==> src/rtl/alu_pkg.sv <==
// Shared encodings for the serial ALU: op codes, FSM states, captured control word.
package alu_pkg;

  localparam logic [1:0] OP_AND = 2'b00;
  localparam logic [1:0] OP_OR  = 2'b01;
  localparam logic [1:0] OP_ADD = 2'b10;
  localparam logic [1:0] OP_SLT = 2'b11;

  typedef enum logic [1:0] {
    IDLE = 2'd0,
    RUN  = 2'd1,
    FIX  = 2'd2
  } state_t;

  typedef struct packed {
    logic       ainv;
    logic       binv;
    logic [1:0] op;
  } ctl_t;

endpackage

==> src/rtl/alu_serial_if.sv <==
// Request/response bundle of the serial ALU; master issues start+operands, slave returns status.
interface alu_serial_if #(
  parameter int W = 32
);
  logic         start;
  logic         Ainvert;
  logic         Binvert;
  logic [1:0]   Op;
  logic [W-1:0] a;
  logic [W-1:0] b;
  logic         busy;
  logic         done;
  logic [W-1:0] result;
  logic         carry_out;
  logic         overflow;
  logic         zero;

  modport master (
    output start, Ainvert, Binvert, Op, a, b,
    input  busy, done, result, carry_out, overflow, zero
  );

  modport slave (
    input  start, Ainvert, Binvert, Op, a, b,
    output busy, done, result, carry_out, overflow, zero
  );
endinterface

==> src/rtl/alu_slice.sv <==
// Combinational SLICE-bit ALU slice (ripple carry); Less drives bit 0 of the SLT result.
// msb_cin is the carry into the slice MSB, used for signed overflow on the final slice.
module alu_slice
  import alu_pkg::*;
#(
  parameter int SLICE = 8
) (
  input  logic             Ainvert,
  input  logic             Binvert,
  input  logic             CarryIn,
  input  logic [1:0]       Op,
  input  logic [SLICE-1:0] a,
  input  logic [SLICE-1:0] b,
  input  logic             Less,
  output logic [SLICE-1:0] Result,
  output logic             CarryOut,
  output logic             msb_cin
);
  logic [SLICE-1:0] aa, bb, sum;
  logic [SLICE:0]   c;

  always_comb begin
    aa   = Ainvert ? ~a : a;
    bb   = Binvert ? ~b : b;
    c    = '0;
    c[0] = CarryIn;
    sum  = '0;
    for (int i = 0; i < SLICE; i++) begin
      sum[i]   = aa[i] ^ bb[i] ^ c[i];
      c[i+1]   = (aa[i] & bb[i]) | (c[i] & (aa[i] ^ bb[i]));
    end
    Result = '0;
    case (Op)
      OP_AND:  Result = aa & bb;
      OP_OR:   Result = aa | bb;
      OP_ADD:  Result = sum;
      default: Result[0] = Less;
    endcase
  end

  assign CarryOut = c[SLICE];
  assign msb_cin  = c[SLICE-1];
endmodule

==> src/rtl/alu_serial.sv <==
// Multi-cycle W-bit ALU stepping one SLICE-bit slice per clock LSB-first; done pulses N+1 clocks after accept.
// No backpressure: start is taken only in IDLE, start while busy is dropped without queuing.
module alu_serial
  import alu_pkg::*;
#(
  parameter int W     = 32,
  parameter int SLICE = 8
) (
  input logic         clk,
  input logic         reset_n,
  alu_serial_if.slave bus
);
  localparam int N  = W / SLICE;
  localparam int CW = (N > 1) ? $clog2(N) : 1;

  if ((SLICE < 1) || (W % SLICE != 0) || (N < 1)) begin : g_param_check
    $error("alu_serial: W must be a non-zero multiple of SLICE");
  end

  state_t        state_q, state_d;
  logic [CW-1:0] cnt_q, cnt_d;
  ctl_t          ctl_q, ctl_d;
  logic [W-1:0]  a_q, a_d, b_q, b_d;
  logic [W-1:0]  shadow_q, shadow_d, result_q, result_d;
  logic          carry_q, carry_d;
  logic          busy_q, busy_d, done_q, done_d;
  logic          cout_q, cout_d, ovf_q, ovf_d, zero_q, zero_d;
  logic          cin_msb_q, cin_msb_d, cout_msb_q, cout_msb_d, sum_msb_q, sum_msb_d;

  logic [SLICE-1:0] sl_a, sl_b, sl_res;
  logic             sl_cout, sl_msb_cin, last, ovf_raw, set;

  assign sl_a    = a_q[int'(cnt_q)*SLICE +: SLICE];
  assign sl_b    = b_q[int'(cnt_q)*SLICE +: SLICE];
  assign last    = (cnt_q == CW'(N - 1));
  assign ovf_raw = cin_msb_q ^ cout_msb_q;
  assign set     = sum_msb_q ^ ovf_raw;

  alu_slice #(.SLICE(SLICE)) u_slice (
    .Ainvert  (ctl_q.ainv),
    .Binvert  (ctl_q.binv),
    .CarryIn  (carry_q),
    .Op       (ctl_q.op),
    .a        (sl_a),
    .b        (sl_b),
    .Less     (1'b0),
    .Result   (sl_res),
    .CarryOut (sl_cout),
    .msb_cin  (sl_msb_cin)
  );

  always_comb begin
    state_d    = state_q;
    cnt_d      = cnt_q;
    ctl_d      = ctl_q;
    a_d        = a_q;
    b_d        = b_q;
    shadow_d   = shadow_q;
    result_d   = result_q;
    carry_d    = carry_q;
    busy_d     = busy_q;
    done_d     = 1'b0;
    cout_d     = cout_q;
    ovf_d      = ovf_q;
    zero_d     = zero_q;
    cin_msb_d  = cin_msb_q;
    cout_msb_d = cout_msb_q;
    sum_msb_d  = sum_msb_q;
    case (state_q)
      IDLE: begin
        if (bus.start) begin
          state_d = RUN;
          a_d     = bus.a;
          b_d     = bus.b;
          ctl_d   = '{ainv: bus.Ainvert, binv: bus.Binvert, op: bus.Op};
          carry_d = bus.Binvert;
          cnt_d   = '0;
          busy_d  = 1'b1;
        end
      end
      RUN: begin
        shadow_d[int'(cnt_q)*SLICE +: SLICE] = sl_res;
        carry_d = sl_cout;
        cnt_d   = cnt_q + CW'(1);
        if (last) begin
          // sum MSB is rebuilt here because the slice shows Less, not the sum, for SLT
          cin_msb_d  = sl_msb_cin;
          cout_msb_d = sl_cout;
          sum_msb_d  = a_q[W-1] ^ ctl_q.ainv ^ b_q[W-1] ^ ctl_q.binv ^ sl_msb_cin;
          cnt_d      = '0;
          state_d    = FIX;
        end
      end
      FIX: begin
        if (ctl_q.op == OP_SLT) begin
          result_d    = '0;
          result_d[0] = set;
        end else begin
          result_d = shadow_q;
        end
        ovf_d   = ctl_q.op[1] ? ovf_raw : 1'b0;
        cout_d  = cout_msb_q;
        zero_d  = (result_d == '0);
        done_d  = 1'b1;
        busy_d  = 1'b0;
        state_d = IDLE;
      end
      default: state_d = IDLE;
    endcase
  end

  always_ff @(posedge clk or negedge reset_n) begin
    if (!reset_n) begin
      state_q    <= IDLE;
      cnt_q      <= '0;
      ctl_q      <= '0;
      a_q        <= '0;
      b_q        <= '0;
      shadow_q   <= '0;
      result_q   <= '0;
      carry_q    <= 1'b0;
      busy_q     <= 1'b0;
      done_q     <= 1'b0;
      cout_q     <= 1'b0;
      ovf_q      <= 1'b0;
      zero_q     <= 1'b0;
      cin_msb_q  <= 1'b0;
      cout_msb_q <= 1'b0;
      sum_msb_q  <= 1'b0;
    end else begin
      state_q    <= state_d;
      cnt_q      <= cnt_d;
      ctl_q      <= ctl_d;
      a_q        <= a_d;
      b_q        <= b_d;
      shadow_q   <= shadow_d;
      result_q   <= result_d;
      carry_q    <= carry_d;
      busy_q     <= busy_d;
      done_q     <= done_d;
      cout_q     <= cout_d;
      ovf_q      <= ovf_d;
      zero_q     <= zero_d;
      cin_msb_q  <= cin_msb_d;
      cout_msb_q <= cout_msb_d;
      sum_msb_q  <= sum_msb_d;
    end
  end

  assign bus.busy      = busy_q;
  assign bus.done      = done_q;
  assign bus.result    = result_q;
  assign bus.carry_out = cout_q;
  assign bus.overflow  = ovf_q;
  assign bus.zero      = zero_q;
endmodule

==> src/flat_wrapper.sv <==
// flat-port wrapper written by rule: the top's interface ports become plain ports
module alu_serial_flat import alu_pkg::*;
#(
  parameter int W     = 32,
  parameter int SLICE = 8
)
  (clk, reset_n, bus_start, bus_Ainvert, bus_Binvert, bus_Op, bus_a, bus_b, bus_busy, bus_done, bus_result, bus_carry_out, bus_overflow, bus_zero);
  alu_serial_if #(.W(W)) bus_i ();
  input logic clk;
  input logic reset_n;
  input wire logic [$bits(bus_i.start)-1:0] bus_start;
  input wire logic [$bits(bus_i.Ainvert)-1:0] bus_Ainvert;
  input wire logic [$bits(bus_i.Binvert)-1:0] bus_Binvert;
  input wire logic [$bits(bus_i.Op)-1:0] bus_Op;
  input wire logic [$bits(bus_i.a)-1:0] bus_a;
  input wire logic [$bits(bus_i.b)-1:0] bus_b;
  output wire logic [$bits(bus_i.busy)-1:0] bus_busy;
  output wire logic [$bits(bus_i.done)-1:0] bus_done;
  output wire logic [$bits(bus_i.result)-1:0] bus_result;
  output wire logic [$bits(bus_i.carry_out)-1:0] bus_carry_out;
  output wire logic [$bits(bus_i.overflow)-1:0] bus_overflow;
  output wire logic [$bits(bus_i.zero)-1:0] bus_zero;
  assign bus_i.start = bus_start;
  assign bus_i.Ainvert = bus_Ainvert;
  assign bus_i.Binvert = bus_Binvert;
  assign bus_i.Op = bus_Op;
  assign bus_i.a = bus_a;
  assign bus_i.b = bus_b;
  assign bus_busy = bus_i.busy;
  assign bus_done = bus_i.done;
  assign bus_result = bus_i.result;
  assign bus_carry_out = bus_i.carry_out;
  assign bus_overflow = bus_i.overflow;
  assign bus_zero = bus_i.zero;
  alu_serial #(.W(W), .SLICE(SLICE)) u_core (.clk(clk), .reset_n(reset_n), .bus(bus_i));
endmodule
==> config.mk <==
export PLATFORM = sky130hd
export DESIGN_NAME = alu_serial_flat
export DESIGN_NICKNAME = d
export VERILOG_FILES = /design/src/rtl/alu_pkg.sv /design/src/rtl/alu_serial_if.sv /design/src/rtl/alu_slice.sv /design/src/rtl/alu_serial.sv /design/src/flat_wrapper.sv
export SDC_FILE = /design/constraint.sdc
export NUM_CORES = 1
export LEC_CHECK = 0
export BUFFER_PORTS_ARGS = -buffer_cell sky130_fd_sc_hd__buf_2
export CAP_MARGIN = 20
export CORE_MARGIN = 10
export CORE_UTILIZATION = 25
export CTS_BUF_LIST = sky130_fd_sc_hd__clkbuf_8
export CTS_CLUSTER_DIAMETER = 100
export CTS_CLUSTER_SIZE = 12
export DETAILED_ROUTE_END_ITERATION = 6
export SYNTH_ARGS = -nofsm -noshare
export SYNTH_HDL_FRONTEND = slang
export SYNTH_SLANG_ARGS = --single-unit
==> constraint.sdc <==
create_clock -name clk -period 7.6 [get_ports clk]
set_input_delay 0 -clock clk [delete_from_list [all_inputs] [get_ports clk]]
set_output_delay 0 -clock clk [all_outputs]
set_load 0.02 [all_outputs]
==> reports/results.ini <==
[yosys]
yosys.area.top_type = dfrtp_1
synth-main-ff-cell = dfrtp_1
synth_area_leaders = dfrtp_1, mux2_2, mux4_2
netlist_instances = 503
yosysUniqueCellTypes = 34
yosysMostFrequentCell = dfrtp_1
synthArstFlopShare_pct = 100.0
yosys_warnings = 0
synth_top_area_share_pct = 54.25
synth_nets = 604
syn_avg_cell_area_um2 = 13.30
ys_seq_elements = 145
synth_edf_count = 0
synth_common_cells = dfrtp_1, mux2_2, nand2_1
netlist_area_mm2 = 0.006689
ys_seq_area_share_pct = 54.25

[die]
die_h_um = 183.6
coreArea_mm2 = 0.02621
fp.dieW_um = 183.6
dieArea_mm2 = 0.03370
io_pins = 108
row_count = 59
start_util_pct = 25.52

[worst_setup_path]
crit_top_cell = fa_1
startpoint = u_core.cnt_q[0]
path_class = reg -> reg
cp_data_arrival_time_ns = 5.28
path_cells = mux4_2, xnor2_1, inv_1, fa_1, fa_1, inv_1, fa_1, inv_1, fa_1, inv_1, fa_1, inv_1, fa_1, inv_1, fa_1, inv_1, fa_1, mux2i_1, o22a_1, o21ai_0
rr_startpoint = u_core.cnt_q[0]
crit_required_ns = 7.96
cp.buffers_inverters = 7
start_kind = register
endpoint_kind = register
cpMaxStageDelayCell = dfrtp_1
cp_max_fo = 6
cp_top_family = adder cells
critPathMaxStageDelay_ns = 0.56

[global_routing]
grt_max_degree = 87
grt_util_all_layers_pct = 10.56
antenna_found_initial = 0
overflow = 0
grt_pass1_vias = 4947
grt_pass1_wl_um = 27790

[power]
p_sw_share_pct = 41.75
p_seq_share_pct = 32.5
cellPowerDensity_mw_per_mm2 = 482.1
total_power_w = 0.004201
total_leakage_power_nw = 4.072
clock_power_share_pct = 16.0
intPower_w = 0.002447
combPwrFrac_pct = 51.4
p_switching_w = 0.001754
peakVddDrop_uv = 206.7

[routing]
wl_um = 17140
num_vias = 4530
wire_per_inst_um = 16.70
drc = 0
drt_iter0_drc = 330
post_drt_via_cell_ratio = 4.415
first_pass_iters = 4
drtAntennaViolNets = 0

[clock_network]
cts_root_buf = clkbuf_8
cts_buffers = 17
cts_sinks = 145
worstSkewPairLatency_ns = 0.45
clk_pin_slew_ns = 0.08
clk_path_buf_depth = 2
cts_tree = done
htreeDepth = 4
cts.repair.resized = 0

[timing]
slew_headroom_pct = 43.87
worst_slew_pin_slew_ns = 0.8420
setup_tns_ns = 0
fin_crit_ns = 4.920
timing.fmax_mhz = 203.2
rsz0062_at_grt = no
fin_crit_sh_pct = 64.74
finalSetupViolCount = 0
finalWorstSetupSlack_ns = 2.680
finalMaxSlewViolations = 0
final-hold-violation-count = 0
finClkSkew_ns = 0.01552

[worst_hold_path]
min_path_type = in -> async

[place]
portBuffers = 107
gp_congestion = 0.7856
hpwlAfterDp_um = 12150
post-place-ws_ns = 2.681

[cells_and_area]
fin_nets = 779
area_delta_synth_final_pct = 30.27
drive_gt1_share_pct = 35.02
diodes = 0

[flow_run]
drv_cap = 0

[run_status]
run_status = finished, final reports clean

## per-layer routing
layer	part of all wire (%)	wire length (um)	vias up	track usage, %
li1	-	-	2142	-
met1	48	8160	2260	13.96
met2	46	7852	118	16.34
met3	5.8	996	10	3.399
met4	0.74	126	0	2.689
met5	0	0	-	0
## power by group through the flow
stage	Combinational (W)	Sequential, W	Clock [W]
global placement	0.00211	0.00138	0
detailed placement	0.00215	0.00139	0
global route	0.00246	0.00142	0.000722
finish	0.00216	0.00137	0.000674
floorplan	0.00158	0.00135	0
CTS	0.00219	0.00137	0.000690
## final cells by class
class	instances	area, um^2
multi-input combinational	301	2825
clock buffer	17	234.0
timing repair buffer	183	1287
tap	335	419.2
clock inverter	15	206.4
inverter	30	112.6
sequential	145	3628
fill	2608	17490
## layout by cell type (no fill, tap or decap), types with 9 or more instances in the layout
cell and instances:
mux2i_1 9, dlygate4sd3_1 70, mux4_2 16, mux2_2 70, o21ai_0 32, clkbuf_8 17
dfrtp_1 145, a22o_1 33, nand2_1 43, inv_1 31, xor2_1 15, buf_2 106
ha_1 22
## flip-flops by register name, summed over array words and instances, names as in the netlist
| signal | count |
|---|---|
| u_core.b_q | 32 |
| u_core.state_q | 2 |
| u_core.bus.done | 1 |
| u_core.bus.busy | 1 |
| u_core.cout_msb_q | 1 |
| u_core.bus.zero | 1 |
| u_core.shadow_q | 32 |
| u_core.cnt_q | 2 |
| u_core.bus.overflow | 1 |
| u_core.a_q | 32 |
| u_core.bus.result | 32 |
| u_core.cin_msb_q | 1 |
| u_core.bus.carry_out | 1 |
| u_core.carry_q | 1 |
| u_core.sum_msb_q | 1 |
| u_core.ctl_q | 4 |
## stage by stage
step	cells	hold slack, ns	utilization, %	area, um^2
after global placement	924	0.1274	28.89	7572
after floorplan	503	-0.2956	-	6689
after detailed placement	924	0.1252	28.89	7572
final	1026	0.1705	33.25	8713
after global routing	1026	0.2253	33.25	8713
after CTS	1026	0.1924	33.25	8713
## repair_timing
item / CTS / global route
setup buffers: 0 / 0
hold buffers: 70 / 0
hold endpoints to repair: 155 / 0
## cell families (layout without fill, tap and decap cells)
kind of cell,Yosys count,in the layout,share of synthesized area [%]
compound gates,87,87,9.428
xor+xnor,22,22,2.881
fa+ha+maj,30,30,6.509
buf+inv,57,245,3.666
flops,145,145,54.25
mux,95,95,18.52
simple gates,67,67,4.751
## path summary, 6_finish.rpt
| check | to | slack, ns | cells after the start |
|---|---|---|---|
| worst max-delay path | u_core.shadow_q[15] | 2.68 | 20 |
| worst min-delay path | u_core.bus.result[8] | 0.17 | 2 |
| worst max register to register | u_core.shadow_q[15] | 2.68 | 20 |
| worst min register to register | u_core.bus.busy | 0.48 | 1 |
| max in group asynchronous | u_core.a_q[15] | 6.11 | 3 |
| min in group clk | u_core.a_q[28] | 0.30 | 3 |
Power figures use the tool's default switching activity.
